### src/rtl/cpu_defs_pkg.sv
// rtl/cpu_defs_pkg.sv - shared EX-stage mul/div opcode encodings and sequencer state type
package cpu_defs_pkg;

  typedef enum logic [2:0] {
    MD_NOP   = 3'd0,
    MD_MULT  = 3'd1,
    MD_MULTU = 3'd2,
    MD_DIV   = 3'd3,
    MD_DIVU  = 3'd4,
    MD_MTHI  = 3'd5,
    MD_MTLO  = 3'd6
  } md_op_t;

  typedef enum logic [2:0] {
    S_IDLE      = 3'd0,
    S_MUL_WAIT  = 3'd1,
    S_DIV_WAIT  = 3'd2,
    S_DONE      = 3'd3,
    S_DRAIN_MUL = 3'd4,
    S_DRAIN_DIV = 3'd5
  } muldiv_state_t;

  function automatic logic is_mul_op(input logic [2:0] op);
    return (op == MD_MULT) || (op == MD_MULTU);
  endfunction

  function automatic logic is_div_op(input logic [2:0] op);
    return (op == MD_DIV) || (op == MD_DIVU);
  endfunction

  function automatic logic is_signed_op(input logic [2:0] op);
    return (op == MD_MULT) || (op == MD_DIV);
  endfunction

endpackage

### src/rtl/muldiv_ctrl_if.sv
// rtl/muldiv_ctrl_if.sv - EX-stage and mul/div unit signals seen by the sequencer
interface muldiv_ctrl_if #(
  parameter int W = 32
);
  logic           ex_valid;
  logic [2:0]     ex_op;
  logic [W-1:0]   ex_a;
  logic [W-1:0]   ex_b;
  logic           flush;
  logic           stall_ex;
  logic [W-1:0]   hi;
  logic [W-1:0]   lo;

  logic           mul_opn_valid;
  logic [W-1:0]   mul_a;
  logic [W-1:0]   mul_b;
  logic           mul_sign;
  logic           mul_res_valid;
  logic [2*W-1:0] mul_result;
  logic           mul_res_ready;

  logic           div_opn_valid;
  logic [W-1:0]   div_a;
  logic [W-1:0]   div_b;
  logic           div_sign;
  logic           div_res_valid;
  logic [2*W-1:0] div_result;
  logic           div_res_ready;

  // master is the sequencer; slave is the pipeline plus the two arithmetic units
  modport master (
    input  ex_valid, ex_op, ex_a, ex_b, flush,
    output stall_ex, hi, lo,
    output mul_opn_valid, mul_a, mul_b, mul_sign, mul_res_ready,
    input  mul_res_valid, mul_result,
    output div_opn_valid, div_a, div_b, div_sign, div_res_ready,
    input  div_res_valid, div_result
  );

  modport slave (
    output ex_valid, ex_op, ex_a, ex_b, flush,
    input  stall_ex, hi, lo,
    input  mul_opn_valid, mul_a, mul_b, mul_sign, mul_res_ready,
    output mul_res_valid, mul_result,
    input  div_opn_valid, div_a, div_b, div_sign, div_res_ready,
    output div_res_valid, div_result
  );
endinterface

### src/rtl/md_holdoff.sv
// rtl/md_holdoff.sv - per-unit result holdoff down-counter with busy flag
module md_holdoff #(
  parameter int HOLDOFF = 2
) (
  input  logic clk,
  input  logic rst,
  input  logic i_load,
  output logic o_busy
);
  localparam int CW = (HOLDOFF > 0) ? $clog2(HOLDOFF + 1) : 1;

  logic [CW-1:0] r_cnt;

  always_ff @(posedge clk) begin
    if (rst) begin
      r_cnt <= '0;
    end else if (i_load) begin
      r_cnt <= CW'(HOLDOFF);
    end else if (r_cnt != '0) begin
      r_cnt <= r_cnt - CW'(1);
    end
  end

  assign o_busy = (r_cnt != '0);

endmodule

### src/rtl/muldiv_ctrl.sv
// rtl/muldiv_ctrl.sv - sequences shared mul/div units for EX and owns HI/LO
module muldiv_ctrl
  import cpu_defs_pkg::*;
#(
  parameter int W           = 32,
  parameter int RES_HOLDOFF = 2
) (
  input  logic          clk,
  input  logic          rst,
  muldiv_ctrl_if.master md
);

  muldiv_state_t r_state;
  muldiv_state_t w_next;

  logic [W-1:0] r_hi;
  logic [W-1:0] r_lo;
  logic [W-1:0] r_mul_a;
  logic [W-1:0] r_mul_b;
  logic [W-1:0] r_div_a;
  logic [W-1:0] r_div_b;
  logic         r_mul_opn_valid;
  logic         r_div_opn_valid;
  logic         r_mul_sign;
  logic         r_div_sign;

  logic w_live;
  logic w_op_mul;
  logic w_op_div;
  logic w_op_signed;
  logic w_div_zero;
  logic w_mul_busy;
  logic w_div_busy;
  logic w_mul_issue;
  logic w_div_issue;
  logic w_mul_acc;
  logic w_div_acc;
  logic w_move_ok;
  logic w_stall;
  logic w_mul_ready;
  logic w_div_ready;

  assign w_live      = md.ex_valid & ~md.flush;
  assign w_op_mul    = is_mul_op(md.ex_op);
  assign w_op_div    = is_div_op(md.ex_op);
  assign w_op_signed = is_signed_op(md.ex_op);
  assign w_div_zero  = (md.ex_b == '0);

  assign w_mul_issue = (r_state == S_IDLE) & w_live & w_op_mul & ~w_mul_busy;
  assign w_div_issue = (r_state == S_IDLE) & w_live & w_op_div & ~w_div_zero & ~w_div_busy;

  assign w_mul_acc = md.mul_res_valid & w_mul_ready;
  assign w_div_acc = md.div_res_valid & w_div_ready;

  // MTHI/MTLO never have to wait behind an abandoned result
  assign w_move_ok = (r_state == S_IDLE) | (r_state == S_DRAIN_MUL) | (r_state == S_DRAIN_DIV);

  md_holdoff #(.HOLDOFF(RES_HOLDOFF)) u_mul_holdoff (
    .clk    (clk),
    .rst    (rst),
    .i_load (w_mul_acc),
    .o_busy (w_mul_busy)
  );

  md_holdoff #(.HOLDOFF(RES_HOLDOFF)) u_div_holdoff (
    .clk    (clk),
    .rst    (rst),
    .i_load (w_div_acc),
    .o_busy (w_div_busy)
  );

  always_ff @(posedge clk) begin
    if (rst) begin
      r_state <= S_IDLE;
    end else begin
      r_state <= w_next;
    end
  end

  always_comb begin
    w_next = r_state;
    case (r_state)
      S_IDLE: begin
        if (w_mul_issue) begin
          w_next = S_MUL_WAIT;
        end else if (w_div_issue) begin
          w_next = S_DIV_WAIT;
        end
      end
      S_MUL_WAIT: begin
        if (w_mul_acc) begin
          if (md.flush) w_next = S_IDLE;
          else          w_next = S_DONE;
        end else if (md.flush) begin
          w_next = S_DRAIN_MUL;
        end
      end
      S_DIV_WAIT: begin
        if (w_div_acc) begin
          if (md.flush) w_next = S_IDLE;
          else          w_next = S_DONE;
        end else if (md.flush) begin
          w_next = S_DRAIN_DIV;
        end
      end
      S_DONE:      w_next = S_IDLE;
      S_DRAIN_MUL: if (w_mul_acc) w_next = S_IDLE;
      S_DRAIN_DIV: if (w_div_acc) w_next = S_IDLE;
      default:     w_next = S_IDLE;
    endcase
  end

  always_comb begin
    w_stall     = 1'b0;
    w_mul_ready = 1'b0;
    w_div_ready = 1'b0;
    case (r_state)
      S_IDLE: begin
        w_stall = w_live & (w_op_mul | (w_op_div & ~w_div_zero));
      end
      S_MUL_WAIT: begin
        w_stall     = ~md.flush;
        w_mul_ready = md.mul_res_valid & ~w_mul_busy;
      end
      S_DIV_WAIT: begin
        w_stall     = ~md.flush;
        w_div_ready = md.div_res_valid & ~w_div_busy;
      end
      S_DRAIN_MUL: begin
        w_stall     = w_live & (w_op_mul | w_op_div);
        w_mul_ready = md.mul_res_valid & ~w_mul_busy;
      end
      S_DRAIN_DIV: begin
        w_stall     = w_live & (w_op_mul | w_op_div);
        w_div_ready = md.div_res_valid & ~w_div_busy;
      end
      default: begin
        w_stall = 1'b0;
      end
    endcase
  end

  always_ff @(posedge clk) begin
    if (rst) begin
      r_mul_opn_valid <= 1'b0;
      r_mul_a         <= '0;
      r_mul_b         <= '0;
      r_mul_sign      <= 1'b0;
      r_div_opn_valid <= 1'b0;
      r_div_a         <= '0;
      r_div_b         <= '0;
      r_div_sign      <= 1'b0;
    end else begin
      r_mul_opn_valid <= w_mul_issue;
      r_div_opn_valid <= w_div_issue;
      if (w_mul_issue) begin
        r_mul_a    <= md.ex_a;
        r_mul_b    <= md.ex_b;
        r_mul_sign <= w_op_signed;
      end
      if (w_div_issue) begin
        r_div_a    <= md.ex_a;
        r_div_b    <= md.ex_b;
        r_div_sign <= w_op_signed;
      end
    end
  end

  // Only a non-flushed acceptance in a WAIT state reaches HI/LO
  always_ff @(posedge clk) begin
    if (rst) begin
      r_hi <= '0;
      r_lo <= '0;
    end else if ((r_state == S_MUL_WAIT) & w_mul_acc & ~md.flush) begin
      {r_hi, r_lo} <= md.mul_result;
    end else if ((r_state == S_DIV_WAIT) & w_div_acc & ~md.flush) begin
      {r_hi, r_lo} <= md.div_result;
    end else if (w_move_ok & w_live) begin
      if (md.ex_op == MD_MTHI) r_hi <= md.ex_a;
      if (md.ex_op == MD_MTLO) r_lo <= md.ex_a;
    end
  end

  assign md.stall_ex      = w_stall;
  assign md.hi            = r_hi;
  assign md.lo            = r_lo;
  assign md.mul_opn_valid = r_mul_opn_valid;
  assign md.mul_a         = r_mul_a;
  assign md.mul_b         = r_mul_b;
  assign md.mul_sign      = r_mul_sign;
  assign md.mul_res_ready = w_mul_ready;
  assign md.div_opn_valid = r_div_opn_valid;
  assign md.div_a         = r_div_a;
  assign md.div_b         = r_div_b;
  assign md.div_sign      = r_div_sign;
  assign md.div_res_ready = w_div_ready;

endmodule

### src/flat_wrapper.sv
// flat-port wrapper written by rule: the top's interface ports become plain ports
module muldiv_ctrl_flat import cpu_defs_pkg::*;
#(
  parameter int W           = 32,
  parameter int RES_HOLDOFF = 2
)
  (clk, rst, md_ex_valid, md_ex_op, md_ex_a, md_ex_b, md_flush, md_stall_ex, md_hi, md_lo, md_mul_opn_valid, md_mul_a, md_mul_b, md_mul_sign, md_mul_res_ready, md_mul_res_valid, md_mul_result, md_div_opn_valid, md_div_a, md_div_b, md_div_sign, md_div_res_ready, md_div_res_valid, md_div_result);
  muldiv_ctrl_if #(.W(W)) md_i ();
  input  logic clk;
  input  logic rst;
  input wire logic [$bits(md_i.ex_valid)-1:0] md_ex_valid;
  input wire logic [$bits(md_i.ex_op)-1:0] md_ex_op;
  input wire logic [$bits(md_i.ex_a)-1:0] md_ex_a;
  input wire logic [$bits(md_i.ex_b)-1:0] md_ex_b;
  input wire logic [$bits(md_i.flush)-1:0] md_flush;
  output wire logic [$bits(md_i.stall_ex)-1:0] md_stall_ex;
  output wire logic [$bits(md_i.hi)-1:0] md_hi;
  output wire logic [$bits(md_i.lo)-1:0] md_lo;
  output wire logic [$bits(md_i.mul_opn_valid)-1:0] md_mul_opn_valid;
  output wire logic [$bits(md_i.mul_a)-1:0] md_mul_a;
  output wire logic [$bits(md_i.mul_b)-1:0] md_mul_b;
  output wire logic [$bits(md_i.mul_sign)-1:0] md_mul_sign;
  output wire logic [$bits(md_i.mul_res_ready)-1:0] md_mul_res_ready;
  input wire logic [$bits(md_i.mul_res_valid)-1:0] md_mul_res_valid;
  input wire logic [$bits(md_i.mul_result)-1:0] md_mul_result;
  output wire logic [$bits(md_i.div_opn_valid)-1:0] md_div_opn_valid;
  output wire logic [$bits(md_i.div_a)-1:0] md_div_a;
  output wire logic [$bits(md_i.div_b)-1:0] md_div_b;
  output wire logic [$bits(md_i.div_sign)-1:0] md_div_sign;
  output wire logic [$bits(md_i.div_res_ready)-1:0] md_div_res_ready;
  input wire logic [$bits(md_i.div_res_valid)-1:0] md_div_res_valid;
  input wire logic [$bits(md_i.div_result)-1:0] md_div_result;
  assign md_i.ex_valid = md_ex_valid;
  assign md_i.ex_op = md_ex_op;
  assign md_i.ex_a = md_ex_a;
  assign md_i.ex_b = md_ex_b;
  assign md_i.flush = md_flush;
  assign md_stall_ex = md_i.stall_ex;
  assign md_hi = md_i.hi;
  assign md_lo = md_i.lo;
  assign md_mul_opn_valid = md_i.mul_opn_valid;
  assign md_mul_a = md_i.mul_a;
  assign md_mul_b = md_i.mul_b;
  assign md_mul_sign = md_i.mul_sign;
  assign md_mul_res_ready = md_i.mul_res_ready;
  assign md_i.mul_res_valid = md_mul_res_valid;
  assign md_i.mul_result = md_mul_result;
  assign md_div_opn_valid = md_i.div_opn_valid;
  assign md_div_a = md_i.div_a;
  assign md_div_b = md_i.div_b;
  assign md_div_sign = md_i.div_sign;
  assign md_div_res_ready = md_i.div_res_ready;
  assign md_i.div_res_valid = md_div_res_valid;
  assign md_i.div_result = md_div_result;
  muldiv_ctrl #(.W(W), .RES_HOLDOFF(RES_HOLDOFF)) u_core (.clk(clk), .rst(rst), .md(md_i));
endmodule
### config.mk
export PLATFORM = sky130hd
export DESIGN_NAME = muldiv_ctrl_flat
export DESIGN_NICKNAME = d
export VERILOG_FILES = /design/src/rtl/cpu_defs_pkg.sv /design/src/rtl/muldiv_ctrl_if.sv /design/src/rtl/md_holdoff.sv /design/src/rtl/muldiv_ctrl.sv /design/src/flat_wrapper.sv
export SDC_FILE = /design/constraint.sdc
export NUM_CORES = 1
export LEC_CHECK = 0
export ABC_AREA = 1
export BUFFER_PORTS_ARGS = -buffer_cell sky130_fd_sc_hd__buf_2
export CORE_AREA = 2 2 157 159
export CTS_BUF_LIST = sky130_fd_sc_hd__clkbuf_16
export CTS_CLUSTER_DIAMETER = 120
export DETAILED_ROUTE_END_ITERATION = 12
export DIE_AREA = 0 0 159 161
export GPL_TIMING_DRIVEN = 1
export PLACE_DENSITY = 0.73
export SKIP_LAST_GASP = 1
export SYNTH_ARGS = -nofsm -noshare
export SYNTH_HDL_FRONTEND = slang
export SYNTH_SLANG_ARGS = --single-unit
### constraint.sdc
create_clock -name clk -period 1.81 [get_ports clk]
set_clock_uncertainty 0.2 [all_clocks]
set_input_delay 0.0905 -clock clk [delete_from_list [all_inputs] [get_ports clk]]
set_output_delay 0.0905 -clock clk [all_outputs]
set_load 0.05 [all_outputs]
# [Word level (Yosys, flattened, before mapping)]
# Index checks and enable logic that the tools add are counted.
[classes] reduce_logical=21 mux=25 n_bitwise=27 n_eq_ne=15 n_addsub=2
[op_table] cell="32-bit two-way mux" count=8
[op_table] cell="32-bit logical NOT" count=1
[op_table] cell="3-bit two-way mux" count=8
[op_table] cell="1-bit AND" count=19
[op_table] cell="3-bit == test (second input constant)" count=5
[op_table] cell="3-bit case mux with 5 select lines" count=1
[op_table] cell="2-bit OR reduction" count=6
[op_table] cell="2-bit two-way mux" count=5
[op_table] cell="3-bit by 2-bit == test with 1-bit output (second input constant)" count=3
[op_table] cell="3-bit nonzero test" count=3
[op_table] cell="2-bit nonzero test" count=4
[op_table] cell="3-bit by 1-bit == test with 1-bit output (second input constant)" count=2
[op_table] cell="3-bit by 2-bit != test with 1-bit output (second input constant)" count=2
[op_table] cell="5-bit AND reduction" count=1
[op_table] cell="2-bit by 1-bit != test with 1-bit output (second input constant)" count=2
[op_table] cell="1-bit NOT" count=4
[op_table] cell="1-bit bitwise OR" count=4
[op_table] cell="2-bit AND reduction" count=2
[op_table] cell="2-bit by 1-bit subtractor with 2-bit output (second input constant)" count=2
[op_table] cell="3-bit logical NOT" count=1
[op_table] cell="1-bit logical OR" count=3
[op_table] cell="3-bit by 1-bit != test with 1-bit output (second input constant)" count=1
[op_table] cell="1-bit case mux with 3 select lines" count=1
[op_table] cell="1-bit two-way mux" count=2
[word_totals] out_inout_bits=199 input_bits=201 register_bits=203 word_cells=105

# [Longest topological paths before layout]
[depth] ltp_word=9 depth_mapped=13 depth_no_buf=12

# [By module]
# A second synthesis with hierarchy kept.
[hier_totals] hier_cells=1325 hier_area_um2=9172.5
[modules_own_cells] mod="muldiv_ctrl" area_each_um2=9009.9 cells_each=1301 instances=1
[modules_own_cells] mod="md_holdoff" area_each_um2=81.3 cells_each=12 instances=2

# [Worst setup path after synthesis]
# No wires, ideal clock.
[synth_timing] kind="reg2reg" from="register u_core.r_state[0]" to="register u_core.u_div_holdoff.r_cnt[1]" arrival_time_ns=1.605 stages_incl_launch_ff=7 setup_slack_ns=-0.063 n_path_buf=0 setup_time_ns=0.068 period_less_slack_ns=1.873 path_cell_list="dfxtp_1 > inv_1 > nor2_4 > nand2_1 > a21oi_1 > a21oi_1 > nor2_1"
[synth_between] elab_chain_cells=5 elab_cells_between_ends=7 classes_between="2 x eq/ne; 2 x mux; 1 x bitwise; 2 x reduce/logical"
[synth_lines] element="start: declaration" line="muldiv_ctrl.sv:13" source="muldiv_state_t r_state;"
[synth_lines] element="start signal: assignment" line="muldiv_ctrl.sv:76" source="r_state <= w_next;"
[synth_lines] element="3-bit by 2-bit == test with 1-bit output / 3-bit == test (equally long branches)" line="muldiv_ctrl.sv:117" source="case (r_state)"
[synth_lines] element="2-bit OR reduction (no line) (*)"
[synth_lines] element="1-bit two-way mux (*)"
[synth_lines] element="named net md_div_res_ready" line="flat_wrapper.sv:30" source="output wire logic [$bits(md_i.div_res_ready)-1:0] md_div_res_ready;"
[synth_lines] element="1-bit AND (*)" line="muldiv_ctrl.sv:53" source="assign w_div_acc = md.div_res_valid & w_div_ready;"
[synth_lines] element="2-bit two-way mux / 2-bit nonzero test (equally long branches)"
[synth_lines] element="end signal: assignment" line="md_holdoff.sv:18" source="r_cnt <= CW'(HOLDOFF);"
[synth_lines] element="end signal: assignment" line="md_holdoff.sv:20" source="r_cnt <= r_cnt - CW'(1);"
[synth_lines] element="end: declaration" line="md_holdoff.sv:12" source="logic [CW-1:0] r_cnt;"
# Mark *: on every way through the listed nets, which the timed path passes. The rest lies on a longest branch.
# A chain may end at the register's enable or synchronous reset.

# [Worst setup path after layout]
[layout_timing] from="register u_core.r_state[0]" to="register u_core.r_hi[16] (netlist: u_core.md.hi[16])"
[layout_between] elab_chain_cells=8 elab_cells_between_ends=23 classes_between="4 x eq/ne; 4 x mux; 9 x bitwise; 6 x reduce/logical"
[layout_lines] element="3-bit by 2-bit == test with 1-bit output, or another cell as far along" line="muldiv_ctrl.sv:117, muldiv_ctrl.sv:176"
[layout_lines] element="2-bit OR reduction (no line)"
[layout_lines] element="1-bit two-way mux"
[layout_lines] element="1-bit AND (on tied branches)" line="muldiv_ctrl.sv:53, muldiv_ctrl.sv:52"
[layout_lines] element="1-bit AND (on tied branches) (2 in a row)" line="muldiv_ctrl.sv:176, muldiv_ctrl.sv:174"
[layout_lines] element="3-bit nonzero test (no line) / 32-bit two-way mux (equally long branches)"
[layout_lines] element="2-bit AND reduction (no line) / 32-bit two-way mux (equally long branches)"
[layout_lines] element="end signal: assignment" line="muldiv_ctrl.sv:175" source="{r_hi, r_lo} <= md.mul_result;"
[layout_lines] element="end signal: assignment" line="muldiv_ctrl.sv:177" source="{r_hi, r_lo} <= md.div_result;"
[layout_lines] element="end signal: assignment" line="muldiv_ctrl.sv:179" source="if (md.ex_op == MD_MTHI) r_hi <= md.ex_a;"
[layout_lines] element="end: declaration" line="muldiv_ctrl.sv:16" source="logic [W-1:0] r_hi;"
# Parallel ways exist; a longest one is shown, timed or not.

==> run summary <==
status - complete, but fails checks
failing checks - negative setup slack
Mapped Cells - 1,343
# nets final - 2,189
Area Growth Syn to Fin - 74.01%
Worst Tran Pin Value - 0.4660 ns
share of layout cells above drive strength 1 - 0.3338
met2 usage - 0.4923
DR WL/cell - 18.57 um
Synthesis Warnings - 0
Clock transition at path regs - 0.06 ns
cts bufs inserted - 23
final hold vios - 0
Max VDD drop - 0.0008046 V
Ports - 400
Critical Path AT - 2.32 ns
Overflow after GRT - 0
Static Leak - 7.931 nW
chip width - 159 um
met3 GRT Util - 0.05162
setup tns final - -13.03 ns
Setup WS post-layout - -0.2918 ns
synth unique cells - 26
Syn Std Cell Area - 0.009011 mm2
final critical-path share of the clock period - 1.161
GR Layer Usage met1 - 0.3660
power per cell area - 1096 mW/mm2
initial antenna violation count - 0
Residual DRC - 0
PortBufs - 399
fmax - 475.8 MHz
Critical R2R Launch - u_core.r_state[0]
fraction of registers with async set or reset after synthesis - 0
die outline height - 161 um
crit path kind - reg -> reg
CP max stage delay - 0.40 ns
mean instance size in the synthesized netlist - 6.710 um2
post-route cell area - 0.01568 mm2
CTS tree - built
busiest grt layer - met2
gp weighted congestion - 0.9776
Setup Slack @ Placement - -0.1925 ns
vias - 12,190
Initial Util - 0.3760
slowest CP cell - o21ai_1
CP cell instances - inv_2 > nand3_4 > nor2_4 > nand2_2 > inv_4 > buf_12 > buf_16 > nor2_1 > o21ai_1 > nand3_2 > nand2_1 > inv_1
vias in the first global route - 11,390
Clock Latency Late Sink - 0.50 ns
sequential area share after synthesis - 0.4510
placed cell area - 0.01174 mm2
initial DRC count - 1,548
Root Buffer - clkbuf_16
Antenna diodes - 0
final design utilization - 0.6543
Synth Flop Type - dfxtp_1
CP max FO - 29
CTS Buffer Depth - 3
gr usage total - 0.2930
hold path startpoint - md_ex_valid
r2r worst-path depth - 12
Synth area leader - dfxtp_1
standard-cell rows - 57
Worst Hold End - u_core.md.mul_a[27]
top post-synthesis cells by area - dfxtp_1 (45%), nor2_1 (16%), o21ai_0 (9.8%)
Routed Antenna Nets - 0
Seq cells post-synth - 203
final slew viol count - 0
Via density - 5.238
RSZ-0062 raised after global routing - true
Worst Hold Path Cells - 7
Post-DP HPWL - 25.07 mm
Post-synth EDFFs - 0
Setup crit start kind - flip-flop
worst r2r dst - u_core.md.hi[16]
number of max-cap violations - 0
Syn Nets - 1,544
clock sink count - 203
Max H-tree Level - 1
Pre-antenna DRT Iters - 6
WP data required - 2.03 ns
crit path time final - 2.102 ns
post-synth top area share - 0.4510
die area - 0.02560 mm2
slew margin rel. - 0.6873
final wirelength - 43.23 mm
# setup viols final - 138
first-pass GRT wire length - 60.49 mm
reg2reg setup slack - -0.29 ns
Worst Setup End Kind - flip-flop
Hold Crit Class - in -> reg
largest net degree at the start of global routing - 56
Core ar. - 0.02396 mm2
-- critical path, delay by kind of cell (launching register included) --
kind	cells	cell delay [ns]
compound gates	1	0.40
buf+inv	5	0.48
flops	1	0.33
simple gates	6	0.58
-- layout make-up --
cell class,count,area (um2)
inverters,141,541.8
clock inverters,18,132.6
flip-flops and latches,203,4073
well taps,324,405.4
multi-input cells,914,4418
clock buffers,23,575.6
repair buffers,705,5534
fillers,1826,8283
-- layout by cell type (no fill, tap or decap), types with 6 or more instances in the layout --
master         count
nand2_2            7
nand3_2           14
a21oi_2           10
nand2_1          156
nand3_1           48
o21ai_2            9
nor2_1           345
o21ai_1           48
buf_4             50
dfxtp_1          198
dlygate4sd3_1    200
buf_16             6
buf_12            23
inv_2              8
nor2_2            42
buf_8             14
nor2_4            19
o21ai_0          147
clkbuf_16         33
clkinv_2           7
o22ai_1            6
buf_2            396
a21oi_1           42
inv_1            132
-- repair_timing --
item                                    4_1_cts  5_1_grt
endpoints found under the hold margin       201        0
resized for setup                            53      152
gates cloned                                  5       12
pin swaps                                    14       41
setup buffers                                 7        9
hold buffers                                200        0
endpoints found under the setup margin      197      198
-- per-layer routing --
metal / part of all wire / vias up
met3: 0.10 / 264
met4: 0.065 / 0
met1: 0.37 / 5501
li1: - / 5512
met5: 0 / -
met2: 0.46 / 917
-- per-stage QoR --
stage | total power, mW | hold slack [ns] | instances
after floorplan | 9.241 | 0.02541 | 1343
after detailed placement | 10.98 | 0.1501 | 2054
after global routing | 17.80 | 0.1953 | 2328
after CTS | 16.08 | 0.08430 | 2307
final | 17.18 | 0.1399 | 2328
after global placement | 10.91 | 0.1430 | 2054
-- power breakdown --
part,switching [mW],internal [mW]
Clock,1.93,2.59
Sequential,0.412,5.06
Combinational,4.62,2.57
-- flip-flops by register name, indices dropped and copies added (netlist names) --
register / count
u_core.md.div_b: 32
u_core.md.div_opn_valid: 1
u_core.u_mul_holdoff.r_cnt: 2
u_core.md.mul_sign: 1
u_core.md.mul_b: 32
u_core.md.mul_opn_valid: 1
u_core.md.lo: 32
u_core.md.mul_a: 32
u_core.u_div_holdoff.r_cnt: 2
u_core.md.div_a: 32
u_core.md.hi: 32
u_core.md.div_sign: 1
u_core.r_state: 3
-- cell usage after synthesis (2+ instances only) --
cell	count
dfxtp_1	203
inv_1	135
nor2_2	13
inv_2	5
nand2_4	2
nand2_2	3
nand2_1	162
o21ai_1	31
clkbuf_1	38
nand3b_1	2
o22ai_1	6
buf_1	3
buf_2	26
a21oi_1	53
buf_6	7
nand4_1	4
nor2_4	4
o21ai_0	177
nor2_1	389
buf_4	11
nand3_1	64
-- cells by family (layout without fill, tap and decap cells) --
logic type,Yosys count,count (layout),synth area share
compound gates,268,268,0.1501
buf+inv,226,887,0.1084
flops,203,203,0.4510
simple gates,646,646,0.2905
-- how the worst max path moves through the flow --
stage / end / startpoint / slack, ns / depth (start not counted)
floorplan: u_core.md.mul_b[20] / u_core.r_state[1] / 0.09 / 10
global placement: u_core.md.lo[14] / u_core.r_state[0] / -0.15 / 10
detailed placement: u_core.md.lo[14] / u_core.r_state[0] / -0.19 / 10
CTS: md_mul_res_ready / u_core.r_state[2] / -0.10 / 7
global route: u_core.md.hi[13] / u_core.r_state[0] / -0.45 / 12
finish: u_core.md.hi[16] / u_core.r_state[0] / -0.29 / 12
Power figures use the tool's default switching activity.
